**src/rtl/morse_timing_config_if.sv**
```systemverilog
// Menu-side configuration bus for the Morse keyer timing store.
// The menu selects an index, reads back its BCD value and strobes in new values.
interface morse_timing_config_if #(
    parameter int UNIT_BCD_W = 6
);
    logic [2:0]              selected_index;
    logic [4*UNIT_BCD_W-1:0] selected_value;
    logic [4*UNIT_BCD_W-1:0] selected_new_value;
    logic                    selected_set;

    modport master (
        output selected_index,
        output selected_new_value,
        output selected_set,
        input  selected_value
    );

    modport slave (
        input  selected_index,
        input  selected_new_value,
        input  selected_set,
        output selected_value
    );
endinterface

```
**src/rtl/morse_timing_config.sv**
```systemverilog
// BCD configuration store for dit/dah/word durations with a digit-serial
// BCD-to-binary converter feeding the timing generator's tick counts.
module morse_timing_config #(
    parameter int                      UNIT_BCD_W   = 6,
    parameter int                      BIN_W        = 20,
    parameter logic [4*UNIT_BCD_W-1:0] DIT_DEFAULT  = 24'h000100,
    parameter logic [4*UNIT_BCD_W-1:0] DAH_DEFAULT  = 24'h000300,
    parameter logic [4*UNIT_BCD_W-1:0] WORD_DEFAULT = 24'h000700
) (
    input  logic                        clk,
    input  logic                        rst_n,
    input  logic                        ce,
    morse_timing_config_if.slave        conf,
    output logic [BIN_W-1:0]            dit_ticks,
    output logic [BIN_W-1:0]            dah_ticks,
    output logic [BIN_W-1:0]            word_ticks,
    output logic                        ticks_valid,
    output logic                        busy
);
    localparam int DW    = 4 * UNIT_BCD_W;
    localparam int CNT_W = $clog2(UNIT_BCD_W + 1);

    typedef enum logic [1:0] {IDLE, CONV, COMMIT} state_t;

    state_t           state, state_nxt;
    logic [DW-1:0]    cfg [3];
    logic [2:0]       dirty, dirty_nxt;
    logic [2:0]       we;
    logic             new_ok;
    logic [1:0]       sel, cur;
    logic [DW-1:0]    snap;
    logic [BIN_W-1:0] acc, acc_step;
    logic [CNT_W-1:0] cnt;
    logic             start;

    // A write is accepted only if every nibble is a legal BCD digit.
    always_comb begin
        // NOTE: every variable written here gets a default first, so no latch is inferred.
        new_ok = 1'b1;
        for (int i = 0; i < UNIT_BCD_W; i++) begin
            if (conf.selected_new_value[4*i +: 4] > 4'd9) new_ok = 1'b0;
        end
    end

    always_comb begin
        for (int i = 0; i < 3; i++) begin
            we[i] = ce && conf.selected_set && new_ok && (conf.selected_index == 3'(i));
        end
    end

    always_comb begin
        case (conf.selected_index)
            3'd0:    conf.selected_value = cfg[0];
            3'd1:    conf.selected_value = cfg[1];
            3'd2:    conf.selected_value = cfg[2];
            default: conf.selected_value = '0;
        endcase
    end

    always_comb begin
        if (dirty[0])      sel = 2'd0;
        else if (dirty[1]) sel = 2'd1;
        else               sel = 2'd2;
    end

    assign start = (state == IDLE) && (dirty != 3'b000);

    // The write strobe is applied after IDLE's clear so a same-edge write keeps the bit set.
    always_comb begin
        dirty_nxt = dirty;
        if (start) dirty_nxt[sel] = 1'b0;
        dirty_nxt = dirty_nxt | we;
    end

    assign acc_step = (acc << 3) + (acc << 1) + {{(BIN_W-4){1'b0}}, snap[DW-1 -: 4]};

    always_comb begin
        state_nxt = state;
        case (state)
            IDLE:    if (dirty != 3'b000) state_nxt = CONV;
            CONV:    if (cnt == '0) state_nxt = COMMIT;
            COMMIT:  state_nxt = IDLE;
            default: state_nxt = IDLE;
        endcase
    end

    always_ff @(posedge clk or negedge rst_n) begin
        // NOTE: sequential state uses non-blocking assignments so every register samples pre-edge values.
        if (!rst_n)  state <= IDLE;
        else if (ce) state <= state_nxt;
    end

    // cfg is reset like any other register because the defaults are its power-on contents.
    always_ff @(posedge clk or negedge rst_n) begin
        if (!rst_n) begin
            cfg[0]     <= DIT_DEFAULT;
            cfg[1]     <= DAH_DEFAULT;
            cfg[2]     <= WORD_DEFAULT;
            dirty      <= 3'b111;
            cur        <= 2'd0;
            snap       <= '0;
            acc        <= '0;
            cnt        <= '0;
            dit_ticks  <= '0;
            dah_ticks  <= '0;
            word_ticks <= '0;
        end else if (ce) begin
            for (int i = 0; i < 3; i++) begin
                if (we[i]) cfg[i] <= conf.selected_new_value;
            end
            dirty <= dirty_nxt;
            case (state)
                IDLE: begin
                    if (start) begin
                        cur  <= sel;
                        snap <= cfg[sel];
                        acc  <= '0;
                        cnt  <= CNT_W'(UNIT_BCD_W);
                    end
                end
                CONV: begin
                    if (cnt != '0) begin
                        acc  <= acc_step;
                        snap <= snap << 4;
                        cnt  <= cnt - CNT_W'(1);
                    end else begin
                        // All digits folded in; publish the result as the FSM enters COMMIT.
                        case (cur)
                            2'd0:    dit_ticks  <= acc;
                            2'd1:    dah_ticks  <= acc;
                            default: word_ticks <= acc;
                        endcase
                    end
                end
                default: ;
            endcase
        end
    end

    assign ticks_valid = (dirty == 3'b000) && (state == IDLE);
    assign busy        = (state != IDLE);

endmodule
```
**src/flat_wrapper.sv**
```systemverilog
// flat-port wrapper written by rule: the top's interface ports become plain ports
module morse_timing_config_flat 
#(
    parameter int                      UNIT_BCD_W   = 6,
    parameter int                      BIN_W        = 20,
    parameter logic [4*UNIT_BCD_W-1:0] DIT_DEFAULT  = 24'h000100,
    parameter logic [4*UNIT_BCD_W-1:0] DAH_DEFAULT  = 24'h000300,
    parameter logic [4*UNIT_BCD_W-1:0] WORD_DEFAULT = 24'h000700
)
  (clk, rst_n, ce, dit_ticks, dah_ticks, word_ticks, ticks_valid, busy, conf_selected_index, conf_selected_new_value, conf_selected_set, conf_selected_value);
  morse_timing_config_if #(.UNIT_BCD_W(UNIT_BCD_W)) conf_i ();
  input  logic clk;
  input  logic rst_n;
  input  logic ce;
  output logic [BIN_W-1:0] dit_ticks;
  output logic [BIN_W-1:0] dah_ticks;
  output logic [BIN_W-1:0] word_ticks;
  output logic ticks_valid;
  output logic busy;
  input wire logic [$bits(conf_i.selected_index)-1:0] conf_selected_index;
  input wire logic [$bits(conf_i.selected_new_value)-1:0] conf_selected_new_value;
  input wire logic [$bits(conf_i.selected_set)-1:0] conf_selected_set;
  output wire logic [$bits(conf_i.selected_value)-1:0] conf_selected_value;
  assign conf_i.selected_index = conf_selected_index;
  assign conf_i.selected_new_value = conf_selected_new_value;
  assign conf_i.selected_set = conf_selected_set;
  assign conf_selected_value = conf_i.selected_value;
  morse_timing_config #(.UNIT_BCD_W(UNIT_BCD_W), .BIN_W(BIN_W), .DIT_DEFAULT(DIT_DEFAULT), .DAH_DEFAULT(DAH_DEFAULT), .WORD_DEFAULT(WORD_DEFAULT)) u_core (.clk(clk), .rst_n(rst_n), .ce(ce), .conf(conf_i), .dit_ticks(dit_ticks), .dah_ticks(dah_ticks), .word_ticks(word_ticks), .ticks_valid(ticks_valid), .busy(busy));
endmodule
```
**config.mk**
```make
export PLATFORM = sky130hd
export DESIGN_NAME = morse_timing_config_flat
export DESIGN_NICKNAME = d
export VERILOG_FILES = /design/src/rtl/morse_timing_config_if.sv /design/src/rtl/morse_timing_config.sv /design/src/flat_wrapper.sv
export SDC_FILE = /design/constraint.sdc
export NUM_CORES = 1
export LEC_CHECK = 0
export BUFFER_PORTS_ARGS = -buffer_cell sky130_fd_sc_hd__buf_2
export CAP_MARGIN = 20
export CORE_ASPECT_RATIO = 1.1
export CORE_MARGIN = 2
export CORE_UTILIZATION = 59
export CTS_BUF_LIST = sky130_fd_sc_hd__clkbuf_16
export DETAILED_ROUTE_END_ITERATION = 16
export PLACE_DENSITY = 0.81
export SLEW_MARGIN = 20
export SYNTH_ARGS = -nofsm -noshare
export SYNTH_HDL_FRONTEND = slang
export SYNTH_SLANG_ARGS = --single-unit
```
**constraint.sdc**
```tcl
create_clock -name clk -period 3.76 [get_ports clk]
set_input_delay 0.564 -clock clk [delete_from_list [all_inputs] [get_ports clk]]
set_output_delay 0.564 -clock clk [all_outputs]
set_load 0.02 [all_outputs]
```
==> results.sh <==
export IMPL_crit_fanout=5
export IMPL_startpoint_type="flip-flop"
export IMPL_fin_crit_sh=0.800
export IMPL_worst_pin_slew_ns=0.853
export IMPL_synth_edf_count=0
export IMPL_final_nets=1034
export IMPL_crit_arrival_ns=3.29
export IMPL_fill_cells=1170
export IMPL_relSlewSlack=0.431
export IMPL_fin_hold_ws_ns=0.177
export IMPL_grt_use_total=0.252
export IMPL_die_area_sq_um=17000
export IMPL_overflow=0
export IMPL_yosys_warnings=0
export IMPL_cp_required_ns=4.04
export IMPL_cts_tree="yes"
export IMPL_postRouteAntennaNets=0
export IMPL_yosys_register_bits=186
export IMPL_worstRegToRegCells=10
export IMPL_p_comb_frac=0.364
export IMPL_fin_area_sq_um=10800
export IMPL_io_pins=117
export IMPL_chipWidth_um=125
export IMPL_synth_area_leaders="dfrtp_1 (47%), mux2_2 (9.4%), mux2_1 (6.1%)"
export IMPL_synth_area_leader_cell="dfrtp_1"
export IMPL_powerDensity_nw_per_um2=662
export IMPL_synthArstFlopShare=1.00
export IMPL_synth_nets=938
export IMPL_cpLargestDelayFamily="compound AO/OA/AOI/OAI gates"
export IMPL_setup_viol=0
export IMPL_r2r_slack_ns=0.75
export IMPL_grt_max_degree=85
export IMPL_fin_util=0.689
export IMPL_synth_distinct_cells=58
export IMPL_endpoint_kind="flip-flop"
export IMPL_drt_wl_total_mm=20.6
export IMPL_syn_avg_cell_area_sq_um=10.9
export IMPL_vias=6857
export IMPL_crit_buf_inv=2
export IMPL_dpl_cell_area_sq_um=10200
export IMPL_antenna_cells=0
export IMPL_critical_path_max_stage_delay_ns=0.53
export IMPL_crit_slowest_cell="fa_1"
export IMPL_gp_congestion=0.893
export IMPL_clock_skew_ns=0.00951
export IMPL_drc=0
export IMPL_internal_power_mw=4.43
export IMPL_numPortBuffers=116
export IMPL_slew_viol_final=0
export IMPL_postCtsSetupBuffers=0
export IMPL_antenna_found_initial=0
export IMPL_cts_buffer_depth=2
export IMPL_clock_latency_ns=0.43
export IMPL_seqPwrFrac=0.375
export IMPL_setup_tns_ns=0
export IMPL_multi_input_area_sq_um=4490
export IMPL_clk_pin_slew_worst_paths_ns=0.07
export IMPL_p_sw_frac=0.381
export IMPL_post_cts_resized=0
export IMPL_die_h_um=137
export IMPL_routed_via_density=5.82
export IMPL_crit_type="reg2reg"
export IMPL_hold_class="in2async"
export IMPL_status="complete, no violations"
export IMPL_avgRoutedWirePerCell_um=17.5
export IMPL_vdd_drop_max_mv=0.435
export IMPL_drt_first_pass_iters=6
export IMPL_grt_pass1_wl_mm=34.6
export IMPL_synth_flop_cell="dfrtp_1"
export IMPL_syn_inst=869
export IMPL_fin_crit_ns=3.01
export IMPL_worstReg2RegStart="u_core.acc[0]"
export IMPL_drv_cap=0
export IMPL_power_frac_clock=0.261
export IMPL_syn_to_final_growth_pct=14.3
export IMPL_root_buffer="clkbuf_16"
export IMPL_synth_top_area_share=0.469
export IMPL_grt_pass1_vias=6846
export IMPL_drt_iter0_drc=490
export IMPL_rows=48
export IMPL_regToRegEndpoint="u_core.acc[12]"
export IMPL_path_cells="inv_1 -> fa_1 -> inv_1 -> fa_1 -> a21o_1 -> a311o_1 -> a21boi_1 -> o21ai_0 -> xnor2_1 -> o21ai_0"
export IMPL_cts_max_level=4
export IMPL_cts_buffers=17
export IMPL_leakage_nw=5.56
export IMPL_core_sq_um=15700
export IMPL_finalHoldViolations=0
export IMPL_rsz0062_at_grt="false"
export IMPL_drive_gt1_frac=0.267
export IMPL_postCtsHoldBufs=0
export IMPL_syn_area_sq_um=9450
export IMPL_seq_area_sq_um=4670
export IMPL_ys_seq_area_frac=0.494
export IMPL_dpl_hpwl_mm=13.8
export IMPL_switchingPower_mw=2.72
export IMPL_cts_sinks=186
export IMPL_start_util=0.603
export IMPL_clock_fmax_ghz=0.333
cell usage in the layout (no fill, tap or decap), types with 14 or more instances in the layout:
cell type    n
a21oi_1     89
buf_2      115
clkbuf_16   17
dfrtp_1    177
ha_1        36
inv_1       14
mux2_1      51
mux2_2      79
mux2i_1     50
nand2_1     56
nor2_1     102
o21ai_0     44
through the flow:
step	power [mW]	std cells	worst slack (ns)
2_1_floorplan	4.58	869	1.02
3_3_place_gp	5.21	1146	0.858
3_5_place_dp	5.31	1146	0.788
6_report	7.15	1178	0.753
4_1_cts	7.18	1178	0.773
5_1_grt	7.63	1178	0.503
cells in the mapped netlist (all sizes together) (14+ instances only):
master and n:
nor2 103, ha 36, nand2 57, a21oi 89, nand3 14, mux2 130, o21ai 48, clkbuf 19
mux2i 50, dfrtp 177, inv 14, buf 35
cell type report:
type                            count  area share
Sequential cell                   186       0.432
Multi-Input combinational cell    615       0.416
Timing Repair Buffer              131      0.0671
Clock buffer                       17      0.0394
Tap cell                          200      0.0232
Clock inverter                     15      0.0173
Inverter                           14     0.00487
routing by layer:
layer  global-route usage  share of wire  vias up
li1                     -              -     3259
met1                0.326           0.43     3363
met2                0.440           0.51      207
met3               0.0453          0.048       28
met4               0.0730          0.014        0
met5                    0              0        -
flip-flops by register name, summed over array words and instances (netlist names):
register	cells
u_core.acc	20
u_core.cfg	72
u_core.cnt	3
u_core.cur	2
u_core.dah_ticks	20
u_core.dirty	3
u_core.dit_ticks	20
u_core.snap	24
u_core.state	2
u_core.word_ticks	20
worst max path at each step:
stage                     slack (ns)  depth (start not counted)              to           from
final                           0.75                         10  u_core.acc[12]  u_core.acc[0]
after global routing            0.50                         10  u_core.acc[12]  u_core.acc[0]
after CTS                       0.77                         10  u_core.acc[12]  u_core.acc[0]
after detailed placement        0.79                         10  u_core.acc[12]  u_core.acc[0]
after global placement          0.86                         10  u_core.acc[14]  u_core.acc[0]
after floorplan                 1.02                         10  u_core.acc[14]  u_core.acc[0]
logic make-up (layout without fill, tap and decap cells):
logic type | Yosys count | after routing | share of synthesized area
DFF | 186 | 186 | 0.494
and+or+nand+nor | 206 | 206 | 0.0930
buffers and inverters | 68 | 177 | 0.0332
xor gates and xnor gates | 14 | 14 | 0.0130
muxes | 180 | 180 | 0.208
adders and majority gates | 38 | 38 | 0.0519
AOI/OAI and AO/OA | 177 | 177 | 0.107
power groups by stage:
stage / Clock [mW] / Sequential [mW] / Combinational [mW]
2_1_floorplan: 0 / 2.77 / 1.81
3_3_place_gp: 0 / 2.70 / 2.51
3_5_place_dp: 0 / 2.72 / 2.59
4_1_cts: 1.89 / 2.68 / 2.60
5_1_grt: 1.98 / 2.74 / 2.91
6_report: 1.87 / 2.68 / 2.60
Note: power is estimated with default switching activity, not from simulation.
